## src/rtl/ahb_regbank_slave.sv

```systemverilog
// AHB-Lite register bank slave with NUM_REGS registers; register 0 reads back status_in.
// Each transfer can have optional wait states; illegal transfers get a two-cycle ERROR response.
module ahb_regbank_slave #(
  parameter int DATA_WIDTH  = 32,
  parameter int NUM_REGS    = 8,
  parameter int WAIT_STATES = 0,
  localparam int AW = $clog2(NUM_REGS) + $clog2(DATA_WIDTH / 8)
) (
  input  logic                           hclk,
  input  logic                           hreset,
  input  logic                           hsel,
  input  logic                           hready,
  input  logic [1:0]                     htrans,
  input  logic                           hwrite,
  input  logic [AW-1:0]                  haddr,
  input  logic [2:0]                     hsize,
  input  logic [DATA_WIDTH-1:0]          hwdata,
  input  logic [DATA_WIDTH-1:0]          status_in,
  output logic [DATA_WIDTH-1:0]          hrdata,
  output logic                           hreadyout,
  output logic                           hresp,
  output logic [NUM_REGS*DATA_WIDTH-1:0] reg_q,
  output logic [NUM_REGS-1:0]            wr_pulse
);

  localparam int BYTES = DATA_WIDTH / 8;
  localparam int IW    = $clog2(NUM_REGS);
  localparam int BW    = $clog2(BYTES);
  localparam int OW    = (BW > 0) ? BW : 1;

  typedef enum logic [2:0] {IDLE, WAIT, ACCESS, ERR1, ERR2} state_t;

  state_t                state_q;
  logic [1:0]            waitCnt_q;
  logic                  write_q;
  logic [IW-1:0]         idx_q;
  logic [OW-1:0]         off_q;
  logic [2:0]            size_q;
  logic                  hreadyout_q;
  logic                  hresp_q;
  logic [DATA_WIDTH-1:0] regs_q [NUM_REGS];
  logic [NUM_REGS-1:0]   wrPulse_q;

  logic                  phaseValid;
  logic                  phaseErr;
  logic [IW-1:0]         addrIdx;
  logic [OW-1:0]         addrOff;
  logic [7:0]            sizeBytes;
  logic [BYTES-1:0]      laneEn;
  logic                  commit;

  assign phaseValid = hsel && hready && (htrans == 2'b10 || htrans == 2'b11);
  assign addrIdx    = IW'(haddr >> BW);
  assign addrOff    = OW'(haddr % AW'(BYTES));
  assign sizeBytes  = 8'd1 << hsize;

  // Oversized, misaligned and status-register writes are all rejected.
  assign phaseErr = (sizeBytes > 8'(BYTES))
                 || ((8'(addrOff) & (sizeBytes - 8'd1)) != 8'd0)
                 || (hwrite && addrIdx == '0);

  always_ff @(posedge hclk or posedge hreset) begin
    if (hreset) begin
      state_q     <= IDLE;
      waitCnt_q   <= '0;
      write_q     <= 1'b0;
      idx_q       <= '0;
      off_q       <= '0;
      size_q      <= '0;
      hreadyout_q <= 1'b1;
      hresp_q     <= 1'b0;
    end else begin
      case (state_q)
        WAIT: begin
          if (waitCnt_q == 2'd0) begin
            state_q     <= ACCESS;
            hreadyout_q <= 1'b1;
            hresp_q     <= 1'b0;
          end else begin
            waitCnt_q <= waitCnt_q - 2'd1;
          end
        end
        ERR1: begin
          state_q     <= ERR2;
          hreadyout_q <= 1'b1;
          hresp_q     <= 1'b1;
        end
        // IDLE, ACCESS and ERR2 all accept a new address phase.
        default: begin
          if (phaseValid) begin
            write_q <= hwrite;
            idx_q   <= addrIdx;
            off_q   <= addrOff;
            size_q  <= hsize;
            if (phaseErr) begin
              state_q     <= ERR1;
              hreadyout_q <= 1'b0;
              hresp_q     <= 1'b1;
            end else if (WAIT_STATES == 0) begin
              state_q     <= ACCESS;
              hreadyout_q <= 1'b1;
              hresp_q     <= 1'b0;
            end else begin
              state_q     <= WAIT;
              waitCnt_q   <= 2'(WAIT_STATES - 1);
              hreadyout_q <= 1'b0;
              hresp_q     <= 1'b0;
            end
          end else begin
            state_q     <= IDLE;
            hreadyout_q <= 1'b1;
            hresp_q     <= 1'b0;
          end
        end
      endcase
    end
  end

  always_comb begin
    laneEn = '0;
    for (int b = 0; b < BYTES; b++) begin
      if (b >= int'(off_q) && b < int'(off_q) + (1 << size_q)) begin
        laneEn[b] = 1'b1;
      end
    end
  end

  assign commit = (state_q == ACCESS) && write_q && (idx_q != '0);

  always_ff @(posedge hclk or posedge hreset) begin
    if (hreset) begin
      for (int i = 0; i < NUM_REGS; i++) begin
        regs_q[i] <= '0;
      end
      wrPulse_q <= '0;
    end else begin
      wrPulse_q <= '0;
      if (commit) begin
        for (int b = 0; b < BYTES; b++) begin
          if (laneEn[b]) begin
            regs_q[idx_q][8*b +: 8] <= hwdata[8*b +: 8];
          end
        end
        wrPulse_q[idx_q] <= 1'b1;
      end
    end
  end

  // Read data is combinational so a read right behind a write sees the fresh value.
  assign hrdata = (state_q == ACCESS && !write_q)
                ? ((idx_q == '0) ? status_in : regs_q[idx_q])
                : '0;

  always_comb begin
    reg_q = '0;
    for (int i = 0; i < NUM_REGS; i++) begin
      reg_q[i*DATA_WIDTH +: DATA_WIDTH] = regs_q[i];
    end
  end

  assign hreadyout = hreadyout_q;
  assign hresp     = hresp_q;
  assign wr_pulse  = wrPulse_q;

endmodule

```

## config.mk

```make
export PLATFORM = sky130hd
export DESIGN_NAME = ahb_regbank_slave
export DESIGN_NICKNAME = d
export VERILOG_FILES = /design/src/rtl/ahb_regbank_slave.sv
export SDC_FILE = /design/constraint.sdc
export NUM_CORES = 1
export LEC_CHECK = 0
export CAP_MARGIN = 20
export CORE_UTILIZATION = 40
export CTS_CLUSTER_DIAMETER = 100
export DETAILED_ROUTE_END_ITERATION = 8
export GPL_TIMING_DRIVEN = 0
export PLACE_DENSITY = 0.73
export SLEW_MARGIN = 40
export SYNTH_ARGS = -nofsm -noshare
export SYNTH_HDL_FRONTEND = slang
export SYNTH_SLANG_ARGS = --single-unit
```

## constraint.sdc

```tcl
create_clock -name hclk -period 8.4 [get_ports hclk]
set_clock_uncertainty 0.05 [all_clocks]
set_input_delay 0.84 -clock hclk [delete_from_list [all_inputs] [get_ports hclk]]
set_output_delay 0.84 -clock hclk [all_outputs]
set_load 0.01 [all_outputs]
```

==> summary.txt <==
Setup path
  • Reg2reg start: size_q[1]
  • Reg2reg end: reg_q[148]
  • Reg-to-reg slack, setup: around 5.3 ns
  • Crit. End Element: output pin
  • WP data required: 7.51 ns
  • Crit path DAT: ~3.3 ns
  • Worst setup path end: hrdata[18]
  • CP startpoint: idx_q[1]
  • Startpoint Class: register
  • R2r worst-path depth: 7
  • CP Class: register to output pin
  • CP Max Fanout: 10

Detailed routing
  • Routed wire per std cell: ~25 µm
  • Starting DRT DRC Count: 527
  • Final ANT Viol Nets: 0
  • Total wire length: between 40,000 and 50,000 µm
  • Via-per-instance ratio: ~5.3
  • Number of remaining DRC errors: 0
  • Routed via count: about 8,800
  • Drt pass-1 iters: 4

Placement
  • Quantity of I/O buffers inserted on ports: between 300 and 400
  • DP HPWL: 28,500 µm
  • RD Place Congestion: around 0.78
  • Post-DP Area: between 0.015 and 0.02 mm²

Pwr
  • Switching power: about 1400 µW
  • Combinational fraction of design power: around 33%
  • Total chip power: 4710 µW
  • Cell Pwr Density: 257 mW/mm²
  • Sw Share: between 20% and 30%
  • Leakage power: approximately 0.0077 µW
  • VDD IR max: 0.000256 V
  • Reg power frac: between 30% and 40%
  • Pint: roughly 3300 µW
  • Clock power share: between 20 and 30%

Die
  • Area of the core: approximately 0.03 mm²
  • Horiz. Die Dim: approximately 180 µm
  • Row count: 64
  • Chip Height: 180 µm
  • Starting density of the core: about 41%
  • Die area: around 0.032 mm²
  • # IOs: ~380

Clock network
  • Setup bufs post-CTS: 0
  • CTS Buffer Depth: 3
  • Clock transition at the registers of the reported paths: 0.06 ns
  • TritonCTS clock tree: built
  • # hold bufs at CTS: 0
  • Clock latency on the worst-skew pair: between 0.5 and 0.6 ns
  • # resized after CTS: 0
  • Clock Sinks: 280
  • CTS root buffer: clkbuf_16
  • H-Tree Depth: 1
  • TritonCTS Buffers: 30

Finish
  • Synth-to-Final Area Change: 44.6%
  • Share of cells above drive strength 1: approximately 34%
  • Net count, final: between 1,000 and 1,500
  • Ant. Diodes: 0
  • Filler instances: around 2,500
  • Area of the multi-input gates: roughly 0.0054 mm²
  • Register area: between 0.007 and 0.008 mm²
  • Fin area: 0.0183 mm²

Timing
  • Crit share post-route: 49.5%
  • Final Hold Fails: 0
  • Setup TNS: 0 ns
  • RSZ-0062 raised after global routing: no
  • Worst slew pin tran: 0.752 ns
  • Slew HR: 49.7%
  • # setup viols final: 0
  • Max Clock Freq: 240 MHz
  • Final slew viol count: 0
  • Final min period: 4.16 ns

Synth
  • Post-synth EDFFs: 0
  • Syn Inst Count: around 810
  • Yosys cell types: between 40 and 50
  • Post-synthesis async set-or-reset flop share: 100%
  • Synth Warn #: 0
  • FF+latch count, synth: between 200 and 300
  • Syn nets: slightly below 900
  • Most used DFF post-synth: dfrtp_1
  • Synthesized area: ~0.013 mm²
  • Sequential area share after synthesis: a little under three fifths
  • Syn avg cell area: 15.6 µm²

Hold path
  • Worst Hold Depth: 1
  • Hold crit path type: register to register

Global routing
  • Largest net degree at the start of global routing: 27
  • Global-route wire length before repair: 61,200 µm
  • Antenna violations before repair: 0
  • Vias in the first global route: between 9,000 and 10,000
  • Grt ovf: 0
  • All-layer global routing usage: between 20% and 30%

Run status
  • Status: finished, final reports clean

Job
  • Max-Cap Viols: 0
[cells in the final DEF (no fill, tap or decap), types with 21 or more instances in the layout]
master,n
clkdlybuf4s50_1,375
dfrtp_1,279
mux2_2,229
mux4_2,64
clkbuf_1,47
nor2_1,44
mux2i_1,32
clkbuf_16,31
buf_2,21
[final cells by class]
class,instances,share of cell area [%]
Inverter,4,0.102
Sequential cell,280,38.2
Multi-Input combinational cell,458,29.2
Tap cell,396,2.70
Clock buffer,46,4.92
Timing Repair Buffer,390,22.4
Buffer,69,1.68
Clock inverter,10,0.696
[per-stage QoR]
step           utilization, %  worst slack (ns)  hold WS [ns]  std cells
3_3_place_gp             54.8              1.76         0.389       1582
6_report                 59.3              4.24         0.406       1653
3_5_place_dp             56.0              4.83         0.396       1597
4_1_cts                  59.3              4.21         0.409       1653
5_1_grt                  59.3              4.07         0.423       1653
2_1_floorplan               -              3.80         0.396        811
[Yosys cell counts, types with 2 or more instances]
cell type    n  area (µm²)
dfrtp_1    279        6980
mux2_2     229        2580
mux4_2      64        1440
clkbuf_1    45         169
nor2_1      44         165
mux2i_1     32         320
buf_2       15        75.1
o211ai_4     9         191
nand2_2      8        50.1
buf_1        7        26.3
nand2_1      7        26.3
nor2_2       6        37.5
mux2_1       5        56.3
ha_1         4        50.1
inv_1        4        15.0
o211ai_2     4        50.1
and2_1       3        18.8
nand2b_1     3        18.8
nand3b_1     3        22.5
o21a_1       3        22.5
or3_1        3        18.8
a21o_1       2        15.0
and3b_1      2        17.5
buf_6        2        22.5
nand3_1      2        10.0
nand4bb_1    2        22.5
nor2b_1      2        12.5
nor3b_2      2        25.0
o211a_1      2        20.0
[metal layers]
metal / GRT usage (%) / up-vias / part of all wire, %
met5: 0 / - / 0
met4: 8.55 / 0 / 3.3
met3: 6.47 / 67 / 7.7
met2: 41.8 / 313 / 48
met1: 32.4 / 4614 / 41
li1: - / 3833 / -
[state kept, by name, indices dropped and copies added (netlist names)]
signal     cells
idx_q          3
hreadyout      1
hresp          1
waitCnt_q      2
off_q          2
state_q        3
write_q        1
reg_q        256
wr_pulse       8
size_q         3
[critical path, cell delays in order (launching register included)]
cell,delay [ns]
dfrtp_1,0.38
buf_2,0.22
buf_2,0.35
clkbuf_2,0.55
mux4_2,0.32
mux2i_1,0.07
nor2_1,0.22
clkdlybuf4s50_1,0.59
[worst min path at each step]
stage,start,endpoint
floorplan,waitCnt_q[0],waitCnt_q[0]
global placement,reg_q[7],reg_q[7]
detailed placement,reg_q[10],reg_q[10]
CTS,reg_q[10],reg_q[10]
global route,reg_q[24],reg_q[24]
finish,reg_q[12],reg_q[12]
[cells by family after synthesis]
group,after synthesis,share of synthesized area (%)
buffers and inverters,73,2.43
and+or+nand+nor,97,4.36
DFF,280,55.3
adders and majority gates,5,0.553
AOI/OAI and AO/OA,24,2.59
muxes,330,34.7
other,1,0.0296
xor gates and xnor gates,1,0.0691
[power by group through the flow]
stage	Clock (µW)	Combinational (µW)	Sequential, µW
global placement	0	1520	1800
global route	1450	1640	1830
detailed placement	0	1560	1810
finish	1370	1550	1790
CTS	1390	1570	1790
floorplan	0	670	1880
No activity file was read; power rests on OpenSTA's default activity.
